<file path="config.mk">
export PLATFORM = sky130hd
export DESIGN_NAME = pdp8_memctl
export DESIGN_NICKNAME = d
export VERILOG_FILES = /design/src/rtl/pdp8_memctl.sv
export SDC_FILE = /design/constraint.sdc
export NUM_CORES = 1
export LEC_CHECK = 0
export ABC_AREA = 1
export CORE_UTILIZATION = 51
export CTS_BUF_LIST = sky130_fd_sc_hd__clkbuf_8
export DETAILED_ROUTE_END_ITERATION = 6
export GPL_ROUTABILITY_DRIVEN = 0
export PLACE_DENSITY = 0.87
export SETUP_SLACK_MARGIN = 0.02
export SLEW_MARGIN = 20
export SYNTH_ARGS = -nofsm -noshare
export SYNTH_HDL_FRONTEND = slang
export SYNTH_SLANG_ARGS = --single-unit
</file>
<file path="constraint.sdc">
create_clock -name clk -period 2.5 [get_ports clk]
set_clock_uncertainty 0.2 [all_clocks]
set_input_delay 0.625 -clock clk [delete_from_list [all_inputs] [get_ports clk]]
set_output_delay 0.625 -clock clk [all_outputs]
set_load 0.02 [all_outputs]
</file>
<file path="src/rtl/pdp8_memctl.sv">
// pdp8_memctl: memory cycle sequencer between the PDP-8 CPU core and the
// async SRAM interface. Each accepted request runs IDLE -> SETUP -> PULSE ->
// HOLD -> ACK, with setup/pulse/hold lengths set by parameters (0 acts as 1).
// Address and write data are latched once on acceptance and stay frozen until
// the next acceptance, so the SRAM never sees them move under a strobe.
// Optional build macro MEMCTL_STATS_EN adds read/write completion counters.
module pdp8_memctl #(
  parameter logic [3:0] SETUP_CYC = 4'd1,
  parameter logic [3:0] PULSE_CYC = 4'd2,
  parameter logic [3:0] HOLD_CYC  = 4'd1
) (
  input  logic        clk,
  input  logic        reset_n,
  input  logic        cpu_req,
  input  logic        cpu_wr,
  input  logic [14:0] cpu_addr,
  input  logic [11:0] cpu_wdata,
  output logic [11:0] cpu_rdata,
  output logic        cpu_ack,
  output logic        cpu_busy,
  output logic [14:0] ram_addr,
  output logic [11:0] ram_wdata,
  input  logic [11:0] ram_rdata,
  output logic        ram_rd,
  output logic        ram_wr
`ifdef MEMCTL_STATS_EN
  ,
  input  logic        stat_clr,
  output logic [15:0] stat_rd_cnt,
  output logic [15:0] stat_wr_cnt
`endif
);

  // A programmed length of zero behaves as a single cycle.
  localparam logic [3:0] SETUP_EFF = (SETUP_CYC == 4'd0) ? 4'd1 : SETUP_CYC;
  localparam logic [3:0] PULSE_EFF = (PULSE_CYC == 4'd0) ? 4'd1 : PULSE_CYC;
  localparam logic [3:0] HOLD_EFF  = (HOLD_CYC  == 4'd0) ? 4'd1 : HOLD_CYC;

  typedef enum logic [2:0] {
    ST_IDLE,
    ST_SETUP,
    ST_PULSE,
    ST_HOLD,
    ST_ACK
  } state_e;

  state_e      state_q, state_d;
  logic [3:0]  cnt_q, cnt_d;
  logic        op_wr_q, op_wr_d;
  logic [14:0] ram_addr_q, ram_addr_d;
  logic [11:0] ram_wdata_q, ram_wdata_d;
  logic        ram_rd_q, ram_rd_d;
  logic        ram_wr_q, ram_wr_d;
  logic [11:0] rd_hold_q, rd_hold_d;
  logic [11:0] cpu_rdata_q, cpu_rdata_d;
  logic        cpu_ack_q, cpu_ack_d;
  logic        cpu_busy_q, cpu_busy_d;
  logic        cnt_last;

  // The counter is loaded with the phase length and the phase ends on its
  // last cycle (count of one), so each phase lasts exactly its loaded length.
  assign cnt_last = (cnt_q == 4'd1);

  // State register.
  always_ff @(posedge clk or negedge reset_n) begin
    if (!reset_n) begin
      state_q <= ST_IDLE;
    end else begin
      state_q <= state_d;
    end
  end

  // Datapath and output registers.
  always_ff @(posedge clk or negedge reset_n) begin
    if (!reset_n) begin
      cnt_q       <= '0;
      op_wr_q     <= 1'b0;
      ram_addr_q  <= '0;
      ram_wdata_q <= '0;
      ram_rd_q    <= 1'b0;
      ram_wr_q    <= 1'b0;
      rd_hold_q   <= '0;
      cpu_rdata_q <= '0;
      cpu_ack_q   <= 1'b0;
      cpu_busy_q  <= 1'b0;
    end else begin
      cnt_q       <= cnt_d;
      op_wr_q     <= op_wr_d;
      ram_addr_q  <= ram_addr_d;
      ram_wdata_q <= ram_wdata_d;
      ram_rd_q    <= ram_rd_d;
      ram_wr_q    <= ram_wr_d;
      rd_hold_q   <= rd_hold_d;
      cpu_rdata_q <= cpu_rdata_d;
      cpu_ack_q   <= cpu_ack_d;
      cpu_busy_q  <= cpu_busy_d;
    end
  end

  // Next-state and next-output logic; every registered output is computed one
  // cycle ahead so the pins come straight from flops.
  always_comb begin
    state_d     = state_q;
    cnt_d       = cnt_q;
    op_wr_d     = op_wr_q;
    ram_addr_d  = ram_addr_q;
    ram_wdata_d = ram_wdata_q;
    ram_rd_d    = ram_rd_q;
    ram_wr_d    = ram_wr_q;
    rd_hold_d   = rd_hold_q;
    cpu_rdata_d = cpu_rdata_q;
    cpu_ack_d   = 1'b0;
    cpu_busy_d  = cpu_busy_q;

    case (state_q)
      ST_IDLE: begin
        if (cpu_req) begin
          op_wr_d     = cpu_wr;
          ram_addr_d  = cpu_addr;
          ram_wdata_d = cpu_wdata;
          cpu_busy_d  = 1'b1;
          cnt_d       = SETUP_EFF;
          state_d     = ST_SETUP;
        end
      end
      ST_SETUP: begin
        if (cnt_last) begin
          ram_rd_d = ~op_wr_q;
          ram_wr_d = op_wr_q;
          cnt_d    = PULSE_EFF;
          state_d  = ST_PULSE;
        end else begin
          cnt_d = cnt_q - 4'd1;
        end
      end
      ST_PULSE: begin
        if (cnt_last) begin
          // Sample read data on the final strobe cycle, when the SRAM has
          // had the full pulse width to drive it.
          if (!op_wr_q) begin
            rd_hold_d = ram_rdata;
          end
          ram_rd_d = 1'b0;
          ram_wr_d = 1'b0;
          cnt_d    = HOLD_EFF;
          state_d  = ST_HOLD;
        end else begin
          cnt_d = cnt_q - 4'd1;
        end
      end
      ST_HOLD: begin
        if (cnt_last) begin
          if (!op_wr_q) begin
            cpu_rdata_d = rd_hold_q;
          end
          cpu_ack_d = 1'b1;
          state_d   = ST_ACK;
        end else begin
          cnt_d = cnt_q - 4'd1;
        end
      end
      ST_ACK: begin
        cpu_busy_d = 1'b0;
        state_d    = ST_IDLE;
      end
      default: begin
        ram_rd_d   = 1'b0;
        ram_wr_d   = 1'b0;
        cpu_busy_d = 1'b0;
        state_d    = ST_IDLE;
      end
    endcase
  end

  assign cpu_rdata = cpu_rdata_q;
  assign cpu_ack   = cpu_ack_q;
  assign cpu_busy  = cpu_busy_q;
  assign ram_addr  = ram_addr_q;
  assign ram_wdata = ram_wdata_q;
  assign ram_rd    = ram_rd_q;
  assign ram_wr    = ram_wr_q;

`ifdef MEMCTL_STATS_EN
  logic [15:0] stat_rd_q, stat_rd_d;
  logic [15:0] stat_wr_q, stat_wr_d;

  // Completion counters: bump in the ACK cycle, clear wins over a bump.
  always_comb begin
    stat_rd_d = stat_rd_q;
    stat_wr_d = stat_wr_q;
    if (stat_clr) begin
      stat_rd_d = '0;
      stat_wr_d = '0;
    end else if (state_q == ST_ACK) begin
      if (op_wr_q) begin
        stat_wr_d = stat_wr_q + 16'd1;
      end else begin
        stat_rd_d = stat_rd_q + 16'd1;
      end
    end
  end

  // Counter registers.
  always_ff @(posedge clk or negedge reset_n) begin
    if (!reset_n) begin
      stat_rd_q <= '0;
      stat_wr_q <= '0;
    end else begin
      stat_rd_q <= stat_rd_d;
      stat_wr_q <= stat_wr_d;
    end
  end

  assign stat_rd_cnt = stat_rd_q;
  assign stat_wr_cnt = stat_wr_q;
`endif

endmodule

</file>
==> out/qor.txt, run 1 <==
Fillcell total -> 383
Finished Cell Area -> 3780 sq um
Asr flop ratio synth -> 1.00
GRT Overall Usage -> 0.214
Mapped Cells -> 252
Global route overflow -> 0
Syn Area/Cell -> 10.7 sq um
CP bufs+invs -> 1
Detailed Route Iter0 Violations -> 94
CTS sink cnt -> 63
Initial antenna violation count -> 0
Hold buffer count at cts -> 1
WL/cell -> 13.0 um
Commonest cells in the netlist -> 63 x dfrtp_1, 63 x nand2_1, 27 x mux2_2
Rows -> 26
Crit path time final -> 2.15 ns
Worst vdd ir -> 0.991 mV
Number of synthesized flops with an enable pin -> 0
Setup WS pre-CTS -> 0.354 ns
Clk_lat worst skew -> 0.33 ns
Least-Margin Pin Slew -> 0.510 ns
RSZ-0062 raised after global routing -> false
Ant diodes -> 0
Antenna viol nets, final -> 0
Area Overhead vs Synth -> 39.6%
Max incr delay on CP -> 0.62 ns
WL met2 -> 2630 um
Die Span Y -> 74.9 um
Relative slew slack -> 0.659
Final nets -> 391
Vias in the first global route -> 1896
IO buf count -> 85
CP max stage cell -> clkdlybuf4s50_1
Drt total wl -> 5480 um
Power Dens Cells -> 1310 nW/um^2
IO Count -> 86
CP Max Fanout -> 2
Total chip power -> 4970 uW
Seq cells post-synth -> 63
Hold_ws -> 0.281 ns
Synth Warn # -> 0
Largest area contributor in the synthesized netlist -> dfrtp_1
Main synth FF type -> dfrtp_1
CTS Buffer Depth -> 2
Setup TNS Final -> 0 ns
Sequential share of the synthesized area -> 0.582
Arrival @ worst endpoint -> 1.33 ns
Post-CTS Setup Bufs -> 0
Placed inst area -> 3610 sq um
CP startpoint kind -> flop
Setup WS post-layout -> 0.345 ns
Status -> finished, final reports clean
Synth top area share -> 0.582
Die width -> 74.9 um
Max Clock Freq -> 0.464 GHz
First-pass GRT wire length -> 8660 um
Setup CP Type -> reg -> out
Htree depth -> 3
Drt drc -> 0
Final Hold Fails -> 0
Synth cell types -> 22
DR top layer -> met4
Metal-1 WL -> 2300 um
Via density -> 4.90
Post-CTS resize count -> 0
Post-Synthesis Net Count -> 297
Leak pwr -> 0.00175 uW
Worst EP required -> 1.67 ns
Crit-path cells -> clkdlybuf4s50_1
Core footprint -> 5110 sq um
Mapped cell area -> 2710 sq um
Tcrit/Tclk final -> 0.862
Routed vias -> 2056
Hold Crit Class -> reg -> reg
Die area -> 5610 sq um
Share of cells above drive strength 1 -> 0.203
Synth area leaders -> dfrtp_1 58%, mux2_2 11%, nand2_1 8.7%
Detailed-router iteration count before antenna repair -> 4
Metal3 WL -> 462 um
Slew Limit Fails -> 0
Root Buffer -> clkbuf_8
Initial core utilization -> 0.530
Crit. End Element -> output port
Clock edge transition at the registers on the reported setup and hold paths -> 0.07 ns
Worst path top cell family by delay -> buffers and inverters
Setup violators final -> 0
Largest net degree at the start of global routing -> 38
CTS tree -> built
Detail Placement HPWL -> 4040 um
Maxcap violations -> 0
CTS buffer count -> 9
[layout by cell type (no fill, tap or decap), types with 2 or more instances in the layout]
| master | Yosys | final |
|---|---|---|
| mux2_2 | 27 | 27 |
| clkbuf_8 | 0 | 10 |
| inv_2 | 2 | 2 |
| o21ai_1 | 2 | 2 |
| o21ai_2 | 15 | 15 |
| nand3_1 | 10 | 10 |
| clkinv_2 | 1 | 4 |
| dfrtp_1 | 63 | 63 |
| nand2_1 | 63 | 63 |
| nor2_1 | 11 | 11 |
| inv_1 | 24 | 25 |
| nand4_1 | 3 | 3 |
| buf_4 | 2 | 4 |
| o21ai_0 | 9 | 9 |
| a21oi_1 | 5 | 5 |
| clkdlybuf4s50_1 | 0 | 84 |
| nor2_4 | 3 | 3 |
| ha_1 | 2 | 2 |
| nand2_4 | 2 | 2 |
[layer usage]
metal | track usage | vias up
met3 | 0.0870 | 8
met4 | 0.0901 | 0
li1 | - | 1004
met5 | 0 | -
met2 | 0.334 | 78
met1 | 0.264 | 966
[through the flow]
stage | instances | utilization
after global placement | 404 | 0.706
after global routing | 420 | 0.740
after floorplan | 252 | -
after detailed placement | 404 | 0.706
final | 420 | 0.740
after CTS | 420 | 0.740
[flip-flops by register name, indices dropped and copies added, names as in the netlist]
register / flops
ram_addr: 15
ram_wr: 1
rd_hold_q: 12
cpu_rdata: 12
cpu_ack: 1
cnt_q: 4
cpu_busy: 1
ram_wdata: 12
op_wr_q: 1
ram_rd: 1
state_q: 3
[power breakdown]
| part | internal, uW | switching [uW] | leakage [uW] |
|---|---|---|---|
| clock | 372 | 368 | 0.0000891 |
| sequential | 1510 | 263 | 0.000763 |
| combinational | 1160 | 1300 | 0.000903 |
[path summary, 6_finish.rpt]
path                              startpoint       endpoint  slack (ns)  depth (start not counted)
worst max register to register      cnt_q[1]  rd_hold_q[11]        0.51                          8
worst max-delay path            cpu_rdata[2]   cpu_rdata[2]        0.35                          1
worst min-delay path                cpu_busy       cpu_busy        0.28                          2
min in group asynchronous            reset_n   cpu_rdata[7]        0.42                          2
max in group asynchronous            reset_n   ram_wdata[0]        1.03                          3
worst min register to register      cpu_busy       cpu_busy        0.28                          2
[final cells by class]
cell class,instances,area [sq um],share of cell area
clock buffers,10,138,0.0364
repair buffers,90,886,0.234
flip-flops and latches,63,1580,0.417
clock inverters,5,26.3,0.00695
inverters,27,103,0.0271
multi-input cells,155,965,0.255
well taps,70,87.6,0.0232
[kinds of logic (layout without fill, tap and decap cells)]
family | Yosys count | after routing | synth area share
simple gates | 95 | 95 | 0.157
compound gates | 31 | 31 | 0.0781
flops | 63 | 63 | 0.582
mux | 27 | 27 | 0.112
fa+ha+maj | 2 | 2 | 0.00924
buf+inv | 34 | 132 | 0.0619
No activity file was read; power rests on OpenSTA's default activity.
==> run 2: changes to the inputs <==
Settings changed: CORE_UTILIZATION 51 to 45, PLACE_DENSITY 0.87 to 0.78.
==> out/qor.txt, run 2 (same netlist as run 1, synthesis figures left out) <==
Commonest non-fill, non-tap cells in the layout -> 84 x clkdlybuf4s50_1, 63 x nand2_1, 63 x dfrtp_1, 27 x mux2_2, 25 x inv_1
Final Hold Fails -> 0
Least-Margin Pin Slew -> 0.518 ns
WL/cell -> 12.8 um
R2R setup slack -> 0.58 ns
Initial antenna violation count -> 0
Sw frac -> 0.372
Detail Placement HPWL -> 3920 um
Setup violators final -> 0
Flop pwr share -> 0.347
Routed vias -> 2019
Global route overflow -> 0
Relative slew slack -> 0.654
CTS sink cnt -> 63
RSZ-0062 raised after global routing -> false
Antenna viol nets, final -> 0
Leak pwr -> 0.00179 uW
Combinational Power Share -> 0.479
Final core occ -> 0.682
Final nets -> 390
Setup TNS Final -> 0 ns
CTS tree -> built
Reported net switching power -> 1900 uW
Arrival @ worst endpoint -> 1.31 ns
Most common cell after layout, fill and taps aside -> clkdlybuf4s50_1
Worst EP required -> 1.67 ns
First-pass GRT wire length -> 9080 um
Crit-path cells -> clkdlybuf4s50_1
Crit path time final -> 2.13 ns
Rows -> 27
Worst vdd ir -> 0.637 mV
Via density -> 4.78
Worst path top cell family by delay -> buffers and inverters
Tcrit/Tclk final -> 0.853
Status -> finished, final reports clean
Worst hold endpoint -> ram_rd
Reg2reg start -> cnt_q[1]
Setup CP Type -> reg -> out
Largest register FFs -> 15
Max Clock Freq -> 0.469 GHz
Die area -> 6330 sq um
Clk_lat worst skew -> 0.33 ns
Core footprint -> 5640 sq um
CTS buffer count -> 9
Max incr delay on CP -> 0.62 ns
Detailed Route Iter0 Violations -> 118
Maxcap violations -> 0
Initial core utilization -> 0.480
GRT Overall Usage -> 0.192
CP max stage cell -> clkdlybuf4s50_1
Area Overhead vs Synth -> 42.0%
Drt total wl -> 5390 um
Ant diodes -> 0
Largest net degree at the start of global routing -> 37
Hold Path Origin -> ram_rd
Vias in the first global route -> 1987
Detailed-router iteration count before antenna repair -> 4
Crit. End Element -> output port
Drt drc -> 0
Power Dens Cells -> 1330 nW/um^2
CP Max Fanout -> 2
Die Span Y -> 79.6 um
CTS Buffer Depth -> 2
Fillcell total -> 454
CP bufs+invs -> 1
Htree depth -> 3
R2r endpoint -> rd_hold_q[10]
Clock power frac -> 0.174
Post-CTS resize count -> 0
Share of cells above drive strength 1 -> 0.203
Power Internal -> 3210 uW
IO buf count -> 85
Root Buffer -> clkbuf_8
Slew Limit Fails -> 0
Die width -> 79.6 um
IO Count -> 86
Hold path cells -> 2
CP startpoint kind -> flop
Hold Crit Class -> reg -> reg
R2R cell count -> 7
Clock edge transition at the registers on the reported setup and hold paths -> 0.06 ns
## run 2: changes by cell type in the layout (fill, tap and decap cells not counted), sizes merged
cell	before	now
clkbuf	10	12
clkinvlp	1	0
clkinv	4	3
bufinv	0	1
buf	5	4
## run 2: area by class of cell
class                           count  area, sq um  area share
Sequential cell                    63         1580       0.410
Multi-Input combinational cell    155          965       0.251
Timing Repair Buffer               89          903       0.235
Clock buffer                       12          165      0.0429
Inverter                           27          103      0.0267
Tap cell                           72         90.1      0.0234
Clock inverter                      4         43.8      0.0114
## run 2: worst max path at each step
stage               cells past startpoint  slack, ns             to    startpoint
global route                            1       0.32   cpu_rdata[4]  cpu_rdata[4]
CTS                                     1       0.34   cpu_rdata[2]  cpu_rdata[2]
global placement                        4       0.46   ram_wdata[7]       cpu_req
detailed placement                      4       0.43    ram_addr[8]       cpu_req
finish                                  1       0.37   cpu_rdata[2]  cpu_rdata[2]
floorplan                               8       0.91  rd_hold_q[10]      cnt_q[1]
## run 2: per-stage QoR
stage | total power (uW) | instance area [sq um] | hold slack, ns | std cells | worst slack [ns]
floorplan | 3260 | 2710 | 0.129 | 252 | 0.909
global placement | 4170 | 3630 | 0.260 | 405 | 0.463
detailed placement | 4260 | 3630 | 0.266 | 405 | 0.427
CTS | 5180 | 3850 | 0.281 | 422 | 0.339
global route | 5490 | 3850 | 0.306 | 422 | 0.320
finish | 5110 | 3850 | 0.278 | 422 | 0.367
## run 2: power groups by stage
stage | Combinational [uW] | Sequential, uW | Clock, uW
5_1_grt | 2690 | 1830 | 968
4_1_cts | 2480 | 1780 | 922
3_5_place_dp | 2470 | 1790 | 0
6_report | 2450 | 1770 | 888
3_3_place_gp | 2400 | 1770 | 0
2_1_floorplan | 1100 | 2160 | 0
## run 2: what timing repair did
| item | CTS | global route |
|---|---|---|
| endpoints found under the setup margin | 0 | 0 |
| setup buffers | 0 | 0 |
| hold buffers | 1 | 0 |
| endpoints found under the hold margin | 10 | 0 |
## run 2: layer usage
metal  part of all wire  GRT usage  vias up
met5                  0          0        -
met4              0.018     0.0982        0
met3              0.088     0.0514        9
met2               0.45      0.292       83
met1               0.44      0.250      926
li1                   -          -     1001
==> run 3: changes to the inputs <==
Settings changed: ABC_CLOCK_PERIOD_IN_PS from default to 2150.
Clock period 2.5 ns to 2.15 ns, I/O delays scaled along.
==> out/qor.txt, run 3 (same netlist as run 1, synthesis figures left out) <==
Status -> finished, final reports clean
Slew Limit Fails -> 0
Routed vias -> 2018
CTS sink cnt -> 63
Initial antenna violation count -> 0
Arrival @ worst endpoint -> 1.32 ns
Placed inst area -> 3630 sq um
Ant diodes -> 0
Least-Margin Pin Slew -> 0.369 ns
Die width -> 79.6 um
Largest net degree at the start of global routing -> 41
Register area -> 1580 sq um
Relative slew slack -> 0.752
Die area -> 6330 sq um
Commonest non-fill, non-tap cells in the layout -> 84 x clkdlybuf4s50_1, 63 x nand2_1, 63 x dfrtp_1, 27 x mux2_2, 25 x inv_1
Hold Crit Class -> reg -> reg
CP Max Fanout -> 2
Area Overhead vs Synth -> 41.0%
Post-CTS Setup Bufs -> 0
Global route overflow -> 0
Drt total wl -> 5600 um
Reg2reg start -> cnt_q[1]
CTS Buffer Depth -> 2
Detail Placement HPWL -> 4010 um
Initial core utilization -> 0.480
Power Dens Cells -> 1530 nW/um^2
Setup WS pre-CTS -> 0.170 ns
Crit-path cells -> clkdlybuf4s50_1
IO buf count -> 85
Detailed-router iteration count before antenna repair -> 4
Worst path top cell family by delay -> buffers and inverters
CP max stage cell -> clkdlybuf4s50_1
Detailed Route Iter0 Violations -> 90
Setup violators final -> 0
Crit path time final -> 2.05 ns
R2R cell count -> 8
Clk_lat worst skew -> 0.33 ns
Vias in the first global route -> 1938
Root Buffer -> clkbuf_8
Antenna viol nets, final -> 0
Multi-input gate area -> 965 sq um
Htree depth -> 3
Fillcell total -> 451
Worst vdd ir -> 0.874 mV
CP startpoint kind -> flop
CP bufs+invs -> 1
IO Count -> 86
Final nets -> 391
Setup TNS Final -> 0 ns
Setup CP Type -> reg -> out
Max incr delay on CP -> 0.63 ns
Tcrit/Tclk final -> 0.955
First-pass GRT wire length -> 8850 um
Hold Path Origin -> ram_wr
Finished Cell Area -> 3820 sq um
Largest register FFs -> 15
Worst Setup SP -> cpu_rdata[0]
Die Span Y -> 79.6 um
CTS buffer count -> 9
Most common cell after layout, fill and taps aside -> clkdlybuf4s50_1
Leak pwr -> 0.00178 uW
CTS tree -> built
Setup WS post-layout -> 0.0964 ns
Clock edge transition at the registers on the reported setup and hold paths -> 0.06 ns
Critical path depth -> 1
Maxcap violations -> 0
Core footprint -> 5640 sq um
Hold_ws -> 0.291 ns
Drt drc -> 0
R2R setup slack -> 0.34 ns
Share of cells above drive strength 1 -> 0.205
GRT Overall Usage -> 0.188
Via density -> 4.77
Rows -> 27
Worst EP required -> 1.41 ns
Final Hold Fails -> 0
WL/cell -> 13.2 um
Crit. End Element -> output port
RSZ-0062 raised after global routing -> false
Total chip power -> 5840 uW
Hold path cells -> 2
Max Clock Freq -> 0.487 GHz
-- run 3: what timing repair did --
item	CTS	global route
hold buffers	1	0
hold endpoints to repair	9	0
gates resized for setup	0	0
setup endpoints to repair	0	0
-- run 3: stage by stage --
step,utilization,std cells
after floorplan,-,252
after global placement,0.644,406
after detailed placement,0.644,406
after CTS,0.677,423
after global routing,0.677,423
final,0.677,423
-- run 3: final timing paths --
path	to
max in group asynchronous	state_q[1]
setup / recovery	cpu_rdata[0]
min in group asynchronous	ram_addr[1]
setup reg to reg	rd_hold_q[7]
hold reg to reg	ram_wr
hold / removal	ram_wr
-- run 3: area by class of cell --
class / instances / share of cell area
Sequential cell: 63 / 0.413
Timing Repair Buffer: 90 / 0.238
Clock buffer: 11 / 0.0396
Tap cell: 72 / 0.0236
Inverter: 27 / 0.0269
Clock inverter: 5 / 0.00622
Multi-Input combinational cell: 155 / 0.253
-- run 3: worst register-to-register path, cell delays in order (launching register included) --
cell and delay [ns]:
dfrtp_1 0.40, inv_1 0.10, ha_1 0.19, nand2_1 0.06, nor2_1 0.14, nand2_1 0.13
nor2_4 0.09, buf_4 0.26, o21ai_0 0.12
-- run 3: report_power, final --
part	total, uW	internal, uW	leakage, uW	switching (uW)
clock network	894	469	0.000100	425
logic	2880	1360	0.000915	1520
registers	2070	1750	0.000763	315
-- run 3: per-layer routing --
layer,up-vias,wire length [um],global-route usage
met5,-,0,0
li1,1006,-,-
met3,11,474,0.0674
met4,0,80,0.0800
met2,80,2470,0.279
met1,921,2580,0.247
